[src/rtl/serial_add_ctrl.sv]
// Bit-serial unsigned adder with start/abort control.
// One sum bit per clock, LSB first; result committed after WIDTH shifts.
module serial_add_ctrl #(
    parameter int WIDTH = 8
) (
    input  logic             clk,
    input  logic             reset,
    input  logic             start,
    input  logic             abort,
    input  logic [WIDTH-1:0] a_in,
    input  logic [WIDTH-1:0] b_in,
    output logic             busy,
    output logic             done,
    output logic [WIDTH-1:0] sum_out,
    output logic             c_out
);

    localparam int CW = (WIDTH > 2) ? $clog2(WIDTH) : 1;
    localparam logic [CW-1:0] LAST = CW'(WIDTH - 1);

    typedef enum logic [1:0] {
        S_IDLE,
        S_SHIFT,
        S_DONE
    } state_t;

    state_t r_state;
    state_t w_next;

    logic [WIDTH-1:0] r_a;
    logic [WIDTH-1:0] r_b;
    logic [WIDTH-1:0] r_res;
    logic [CW-1:0]    r_cnt;
    logic             r_carry;

    logic w_sbit;
    logic w_cnext;
    logic w_last;

    assign w_sbit  = r_a[0] ^ r_b[0] ^ r_carry;
    assign w_cnext = (r_a[0] & r_b[0]) | (r_carry & (r_a[0] ^ r_b[0]));
    assign w_last  = (r_cnt == LAST);

    always_ff @(posedge clk or negedge reset) begin
        if (!reset) begin
            r_state <= S_IDLE;
        end else begin
            r_state <= w_next;
        end
    end

    // Abort is checked before completion so it wins on the final edge.
    always_comb begin
        w_next = r_state;
        case (r_state)
            S_IDLE: begin
                if (start) begin
                    w_next = S_SHIFT;
                end
            end
            S_SHIFT: begin
                if (abort) begin
                    w_next = S_IDLE;
                end else if (w_last) begin
                    w_next = S_DONE;
                end
            end
            S_DONE: begin
                w_next = S_IDLE;
            end
            default: begin
                w_next = S_IDLE;
            end
        endcase
    end

    always_ff @(posedge clk or negedge reset) begin
        if (!reset) begin
            r_a     <= '0;
            r_b     <= '0;
            r_res   <= '0;
            r_cnt   <= '0;
            r_carry <= 1'b0;
            sum_out <= '0;
            c_out   <= 1'b0;
        end else if (r_state == S_IDLE && start) begin
            r_a     <= a_in;
            r_b     <= b_in;
            r_cnt   <= '0;
            r_carry <= 1'b0;
        end else if (r_state == S_SHIFT && !abort) begin
            r_a     <= {1'b0, r_a[WIDTH-1:1]};
            r_b     <= {1'b0, r_b[WIDTH-1:1]};
            r_res   <= {w_sbit, r_res[WIDTH-1:1]};
            r_carry <= w_cnext;
            r_cnt   <= r_cnt + CW'(1);
            if (w_last) begin
                sum_out <= {w_sbit, r_res[WIDTH-1:1]};
                c_out   <= w_cnext;
            end
        end
    end

    assign busy = (r_state == S_SHIFT);
    assign done = (r_state == S_DONE);

endmodule

[config.mk]
export PLATFORM = sky130hd
export DESIGN_NAME = serial_add_ctrl
export DESIGN_NICKNAME = d
export VERILOG_FILES = /design/src/rtl/serial_add_ctrl.sv
export SDC_FILE = /design/constraint.sdc
export NUM_CORES = 1
export LEC_CHECK = 0
export CAP_MARGIN = 20
export CORE_AREA = 2 2 66 55
export DETAILED_ROUTE_END_ITERATION = 8
export DIE_AREA = 0 0 68 57
export DONT_BUFFER_PORTS = 1
export HOLD_SLACK_MARGIN = 0.15
export PLACE_DENSITY = 0.64
export SETUP_SLACK_MARGIN = 0.3
export SYNTH_ARGS = -nofsm -noshare
export SYNTH_HDL_FRONTEND = slang
export SYNTH_SLANG_ARGS = --single-unit
export TNS_END_PERCENT = 10
[constraint.sdc]
create_clock -name clk -period 1.9 [get_ports clk]
set_clock_uncertainty 0.05 [all_clocks]
set_input_delay 0.38 -clock clk [delete_from_list [all_inputs] [get_ports clk]]
set_output_delay 0.38 -clock clk [all_outputs]
set_load 0.05 [all_outputs]
## After elaboration in Yosys (flattened, before gate mapping)

Cells that the tools add are included.

| storage, ports and cells | value |
|---|---|
| flip-flop bits (word level) | 39 |
| output and inout bits | 11 |
| logic and storage cells | 40 |

| cells by class | value |
|---|---|
| add/sub/neg operators | 1 |
| eq/ne operators | 5 |
| muxes and demuxes | 12 |
| bitwise operators | 6 |
| reductions and logical operators | 8 |

Operators by type and width:

| operator | number |
|---|---|
| $mux 8 | 4 |
| $mux 2 | 3 |
| $mux 3 | 2 |
| $pmux 2 s2 | 1 |
| $reduce_and 2->1 | 2 |
| $add 3x1->3 const B | 1 |
| $eq 3x3->1 const B | 1 |
| $ne 3x2->1 const B | 1 |
| $reduce_and 3->1 | 1 |
| $and 1x1->1 | 2 |
| $eq 2x1->1 const B | 1 |
| $eq 2x2->1 const B | 1 |
| $logic_and 1x1->1 | 2 |
| $logic_not 2->1 | 1 |
| $mux 1 | 2 |
| $ne 2x2->1 const B | 1 |
| $reduce_bool 2->1 | 1 |
| $xor 1x1->1 | 2 |
| $logic_not 1->1 | 1 |
| $not 1->1 | 1 |
| $or 1x1->1 | 1 |

## Longest topological paths before layout

Gate-level depths: netlist of the first run.

| depth | value |
|---|---|
| depth after elaboration | 5 |
| gate-level depth with buffers | 5 |

## Least setup slack after synthesis of the first run

OpenSTA, ideal clock, no wires.

| timing | value |
|---|---|
| kind | register to output |
| start point | reg r_state[1] |
| end point | out done |
| arrival | 1.157 ns |
| data required time | 1.470 ns |
| slack | 0.313 ns |
| cell stages (with the launch flop) | 2 |
| path buffers | 0 |
| cells stage by stage | dfrtp_1 -> nor2b_1 |

| on the way | value |
|---|---|
| word-level cells in the longest chain between the ends | 1 |

Ends and longest elaborated chain:

| what | RTL line | RTL |
|---|---|---|
| start: declaration | 27 | `state_t r_state;` |
| start signal: assignment | 48 | `r_state <= w_next;` |
| $eq 2x2->1 | 105 | `assign done = (r_state == S_DONE);` |
| end: declaration | 13 | `output logic done,` |

Every way passes these cells.

## Worst setup path in the final report of the first run

Ends and elaborated chain as after synthesis.

==> summary.md, run 1 <==
| Metric | Value |
|---|---|
| Leak Pwr | 0.896 nW |
| Setup bufs post-CTS | 0 |
| Post-synth top cells | dfrtp_1, nand2_1, a21oi_1 |
| Hold_sp | a_in[3] |
| CP Max Fanout | 6 |
| Num ports | 31 |
| Avg WL per Cell | 14.8 um |
| Place WS | 0.224 ns |
| Worst Path Arrival | 1.13 ns |
| Crit path time final | 1.56 ns |
| IR drop worst, VDD | 0.000568 V |
| H-tree depth | 2 |
| Synth area leader | dfrtp_1 |
| Grt ovf | 0 |
| Routed via count | 1,031 |
| Layout cells sized above 1 | 12.6% |
| Synth Area in Compound Gates | 11.0% |
| Post-synth top area share | 59.9% |
| Chip Height | 57 um |
| Flops & latches, synth | 38 |
| Row count | 19 |
| Largest family of logic cells by synthesized area | simple AND/OR/NAND/NOR gates |
| Syn Nets | 167 |
| Clock buffer depth | 2 |
| All-Layer GR Usage | 17.3% |
| Die area | 0.00388 mm^2 |
| Fin nets | 173 |
| First-pass GRT wire length | 4870 um |
| Final ANT Viol Nets | 0 |
| Status | finished clean |
| Reg clk slew, reported paths | 0.07 ns |
| Root buf cell | clkbuf_8 |
| Tcrit/Tclk final | 82.1% |
| FFs w/ async S/R, synth | 100% |
| RR Startpoint | r_cnt[0] |
| Hold WC Path Type | in -> reg |
| Mapped Area | 0.00159 mm^2 |
| Sequential share of the synthesized area | 59.9% |
| Synth Instances | 144 |
| Vias in the first global route | 1,056 |
| Worst-margin pin slew | 0.496 ns |
| Post-Synth Adder-Cell Area | 2.84% |
| CP startpoint | r_state[1] |
| PnR worst setup slack | 0.339 ns |
| Placed cells | 183 |
| CTS tree | yes |
| DIE WIDTH | 68 um |
| Worst setup EP type | output pin |
| Most common cell in the netlist | dfrtp_1 |
| Initial Utilization | 48.4% |
| Routed vias/inst | 5.34 |
| Placer Congestion | 0.765 |
| XOR/XNOR share of the synthesized area | 0.552% |
| Finished Layout Cells | 193 |
| Fin. Hold Viols | 0 |
| Routed wire length | 2860 um |
| Max-Cap Viols | 0 |
| Required @ worst endpoint | 1.47 ns |
| CTS sink cnt | 38 |
| I/O Buffers | 0 |
| Max-slew violation count | 0 |
| R2R setup slack | 0.34 ns |
| Final setup viols | 0 |
| Tot Pwr | 2.15 mW |
| Synth Area per Inst | 11.0 um^2 |
| Pwr dens | 1200 mW/mm^2 |
| Clk_lat worst skew | 0.29 ns |
| Initial antenna violation count | 0 |
| Slew HR | 66.9% |
| Core Area | 0.00328 mm^2 |
| F_max | 0.641 GHz |
| Post-synth EDFFs | 0 |
| Dpl hpwl | 1930 um |
| Antenna diodes | 0 |
| Pin count of the biggest net entering global routing | 39 |
| Final Cell Area | 0.00179 mm^2 |
| Total CTS buffers | 5 |
| DR DRC count | 0 |
| Setup TNS | 0 ns |
| Placed inst area | 0.00164 mm^2 |
| Worst Setup Start Kind | flop |
| Simple-gate share of the synthesized area | 16.5% |
| Top cells by area, synth | dfrtp_1, nand2_1, mux2_1 |
| Crit path kind | reg -> out |
| Drt initial violations | 85 |
| P&R area growth vs syn | 12.5% |
| RSZ-0062 raised after global routing | yes |
| Ys Warns | 0 |
| DRT Pass-1 Iters | 4 |
| Dominant synthesized flop cell | dfrtp_1 |
| Post-synthesis mux area share | 6.38% |
| Synth cell types | 23 |
-- layer usage --
| layer | GRT usage, % | up-vias | routed length [um] |
|---|---|---|---|
| met2 | 23.6 | 23 | 1230 |
| met4 | 8.57 | 0 | 71 |
| li1 | - | 496 | - |
| met3 | 6.51 | 7 | 200 |
| met1 | 24.3 | 505 | 1350 |
| met5 | 0 | - | 0 |
-- final timing paths --
path,end,cells past startpoint
min,r_a[3],2
max reg2reg,sum_out[4],4
max in group asynchronous,r_b[3],2
min reg2reg,r_res[4],2
max,done,2
min in group asynchronous,r_b[7],2
-- through the flow --
stage | hold WS (ns) | utilization, %
3_5_place_dp | 0.0355 | 49.9
2_1_floorplan | 0.0344 | -
6_report | 0.163 | 54.4
3_3_place_gp | 0.0357 | 49.9
5_1_grt | 0.170 | 54.4
4_1_cts | 0.157 | 54.2
-- timing repair --
item,4_1_cts,5_1_grt
endpoints found under the setup margin,11,35
hold endpoints to repair,38,0
pin swaps,0,0
hold buffers,2,0
resized for setup,1,2
-- kinds of logic (layout without fill, tap and decap cells) --
group                      after synthesis  count (layout)
adders and majority gates                3               3
AOI/OAI and AO/OA                       27              27
DFF                                     38              38
buffers and inverters                    8              15
xor gates and xnor gates                 1               1
and+or+nand+nor                         58              58
muxes                                    9               9
-- area by class of cell --
| class | instances | area (um^2) |
|---|---|---|
| Timing Repair Buffer | 7 | 71.3 |
| Tap cell | 42 | 52.6 |
| Multi-Input combinational cell | 98 | 601 |
| Clock buffer | 8 | 110 |
| Fill cell | 293 | 1500 |
| Sequential cell | 38 | 951 |
-- placed cells by master (no fill, tap or decap) --
master         Yosys  layout
dfrtp_1           38      38
nand2_1           35      35
a21oi_1           12      12
mux2_1             9       9
nor2_1             9       9
clkbuf_8           0       8
a22oi_1            5       5
nand3_1            5       5
a22o_1             5       5
buf_4              0       4
nor2b_1            2       2
o22ai_1            2       2
nor3_1             2       2
a21o_1             2       2
ha_1               2       2
nor3b_4            1       1
and2_2             0       1
or3b_4             0       1
or3b_2             2       1
o21ai_0            1       1
nor3b_2            0       1
xnor2_1            1       1
fa_1               1       1
buf_12             0       1
dlygate4sd3_1      0       1
buf_6              1       1
-- report_power, final --
group | total, mW | internal, mW | switching (mW)
sequential | 1.14 | 0.999 | 0.139
combinational | 0.373 | 0.169 | 0.204
clock | 0.639 | 0.366 | 0.273
-- sequential cells by signal (all words and copies together) (netlist names) --
signal and flops:
c_out 1, r_a 8, r_b 8, r_carry 1
r_cnt 3, r_res 7, r_state 2, sum_out 8
-- critical path, cell delays in order (launching register included) --
cell and delay [ns]:
dfrtp_1 0.47, nor2b_1 0.17, buf_4 0.20
(Power assumes the default switching activity.)
==> inputs of run 2 (changes only) <==
==> constraint.sdc (replaced) <==
create_clock -name clk -period 1.5 [get_ports clk]
set_clock_uncertainty 0.05 [all_clocks]
set_input_delay 0.3 -clock clk [delete_from_list [all_inputs] [get_ports clk]]
set_output_delay 0.3 -clock clk [all_outputs]
set_load 0.05 [all_outputs]
==> run 2 against run 1 <==
Against the previous run:
- the run now ends with hold timing left
- worst setup slack got worse by 0.34 ns
- critical path depth rose by 1
- clock power rose by 33%
- routed wire length rose by 22%
- largest power group unchanged
==> summary.md, run 2 (synthesized netlist as in run 1, its figures left out) <==
| Metric | Value |
|---|---|
| CTS sink cnt | 38 |
| Num ports | 31 |
| I/O Buffers | 0 |
| H-tree depth | 2 |
| Hold slack | -0.355 ns |
| Routed vias/inst | 5.45 |
| Worst Path Arrival | 1.15 ns |
| Initial antenna violation count | 0 |
| CP Max Fanout | 5 |
| Tot Pwr | 3.04 mW |
| Layout cells sized above 1 | 43.9% |
| Routed wire length | 3470 um |
| # fillers | 235 |
| Clk_lat worst skew | 0.29 ns |
| Max-slew violation count | 0 |
| Required @ worst endpoint | 1.15 ns |
| Pin count of the biggest net entering global routing | 39 |
| Vias in the first global route | 1,164 |
| DIE WIDTH | 68 um |
| Antenna diodes | 0 |
| Avg WL per Cell | 16.1 um |
| Max-Cap Viols | 0 |
| Commonest cells after routing, fill and taps aside | dfrtp_1, nand2_1, dlygate4sd3_1 |
| Clock buffer depth | 2 |
| All-Layer GR Usage | 19.0% |
| Failing checks | hold timing |
| Chip Height | 57 um |
| R2R setup slack | 0.03 ns |
| Reg clk slew, reported paths | 0.08 ns |
| Worst Setup Start Kind | flop |
| Hold_buf cts | 14 |
| Initial Utilization | 48.4% |
| Most common cell after layout, fill and taps aside | dfrtp_1 |
| Worst path cell trace | buf_6 > nor2b_4 > buf_6 |
| Pwr dens | 1360 mW/mm^2 |
| CP most frequent cell | buf_6 |
| Finished Core Util | 68.0% |
| F_max | 0.668 GHz |
| IR drop worst, VDD | 0.000972 V |
| Worst-margin pin slew | 0.274 ns |
| Routed via count | 1,172 |
| DRT Pass-1 Iters | 4 |
| Final setup viols | 0 |
| Largest regs | r_a (8), r_b (8), sum_out (8) |
| PnR worst setup slack | 0.00292 ns |
| Slowest cell on the critical path | dfrtp_2 |
| Row count | 19 |
| Total CTS buffers | 5 |
| Root buf cell | clkbuf_8 |
| Slew HR | 81.7% |
| Core Area | 0.00328 mm^2 |
| Hold WC Path Type | in -> async |
| Fin nets | 195 |
| Status | complete, but fails checks |
| DR DRC count | 0 |
| Worst setup EP type | output pin |
| Placer Congestion | 0.770 |
| Dpl hpwl | 2000 um |
| Leak Pwr | 1.03 nW |
| First-pass GRT wire length | 5390 um |
| Grt ovf | 0 |
| CTS tree | yes |
| P&R area growth vs syn | 40.4% |
| Place WS | -0.153 ns |
| Final ANT Viol Nets | 0 |
| RSZ-0062 raised after global routing | yes |
| Tcrit/Tclk final | 99.8% |
| Crit path kind | reg -> out |
| Fin. Hold Viols | 38 |
| Drt initial violations | 48 |
| Max incr delay on CP | 0.46 ns |
| Die area | 0.00388 mm^2 |
| Crit path time final | 1.50 ns |
run 2: cell types whose count changed in the layout (fill, tap and decap cells not counted), moves of 4 or more:
cell / change
nand2_1: -13
nand3_1: -5
nand3_2: +5
nand2_2: +10
dfrtp_1: -10
a22oi_2: +4
mux2_4: +8
a22oi_1: -4
dfrtp_2: +10
mux2_1: -8
dlygate4sd3_1: +13
run 2: where the power goes:
group | internal, mW | total [mW] | switching, mW
Sequential | 1.27 | 1.49 | 0.223
Clock | 0.489 | 0.848 | 0.358
Combinational | 0.381 | 0.697 | 0.317
run 2: layout make-up:
| class | instances | area (um^2) | share of cell area [%] |
|---|---|---|---|
| Tap cell | 42 | 52.6 | 2.36 |
| Multi-Input combinational cell | 99 | 782 | 35.1 |
| Clock buffer | 5 | 68.8 | 3.09 |
| Clock inverter | 3 | 40.0 | 1.80 |
| Timing Repair Buffer | 28 | 323 | 14.5 |
| Sequential cell | 38 | 963 | 43.2 |
run 2: final timing paths:
path / startpoint / to / depth (start not counted)
max: r_state[1] / done / 3
max reg2reg: r_state[1] / r_b[7] / 5
max in group asynchronous: reset / sum_out[6] / 0
min: reset / sum_out[5] / 0
min in group clk: a_in[0] / r_a[0] / 2
min reg2reg: r_res[2] / r_res[2] / 2
run 2: per-stage QoR:
| step | std cells | hold WS, ns | instance area, um^2 | TNS, ns |
|---|---|---|---|---|
| 2_1_floorplan | 144 | -0.0456 | 1590 | -0.0207 |
| 3_3_place_gp | 188 | -0.0445 | 1690 | -0.705 |
| 3_5_place_dp | 188 | -0.0447 | 1690 | -1.53 |
| 4_1_cts | 212 | -0.360 | 2000 | 0 |
| 5_1_grt | 215 | -0.375 | 2230 | -0.117 |
| 6_report | 215 | -0.355 | 2230 | 0 |
run 2: timing repair:
item,4_1_cts,5_1_grt
cloned,1,1
setup endpoints to repair,49,48
buffers inserted,1,2
hold endpoints to repair,52,38
gates resized for setup,15,56
pin swaps,0,35
run 2: critical path: cells and delay by family (launching register included):
family,cells,cell delay [ns]
buffers and inverters,2,0.28
DFF,1,0.46
and+or+nand+nor,1,0.11
run 2: metal layers:
| metal | vias to the layer above | track usage [%] | wire length (um) |
|---|---|---|---|
| li1 | 546 | - | - |
| met1 | 589 | 25.9 | 1490 |
| met2 | 31 | 27.3 | 1710 |
| met3 | 6 | 8.09 | 225 |
| met4 | 0 | 6.86 | 43 |
| met5 | - | 0 | 0 |
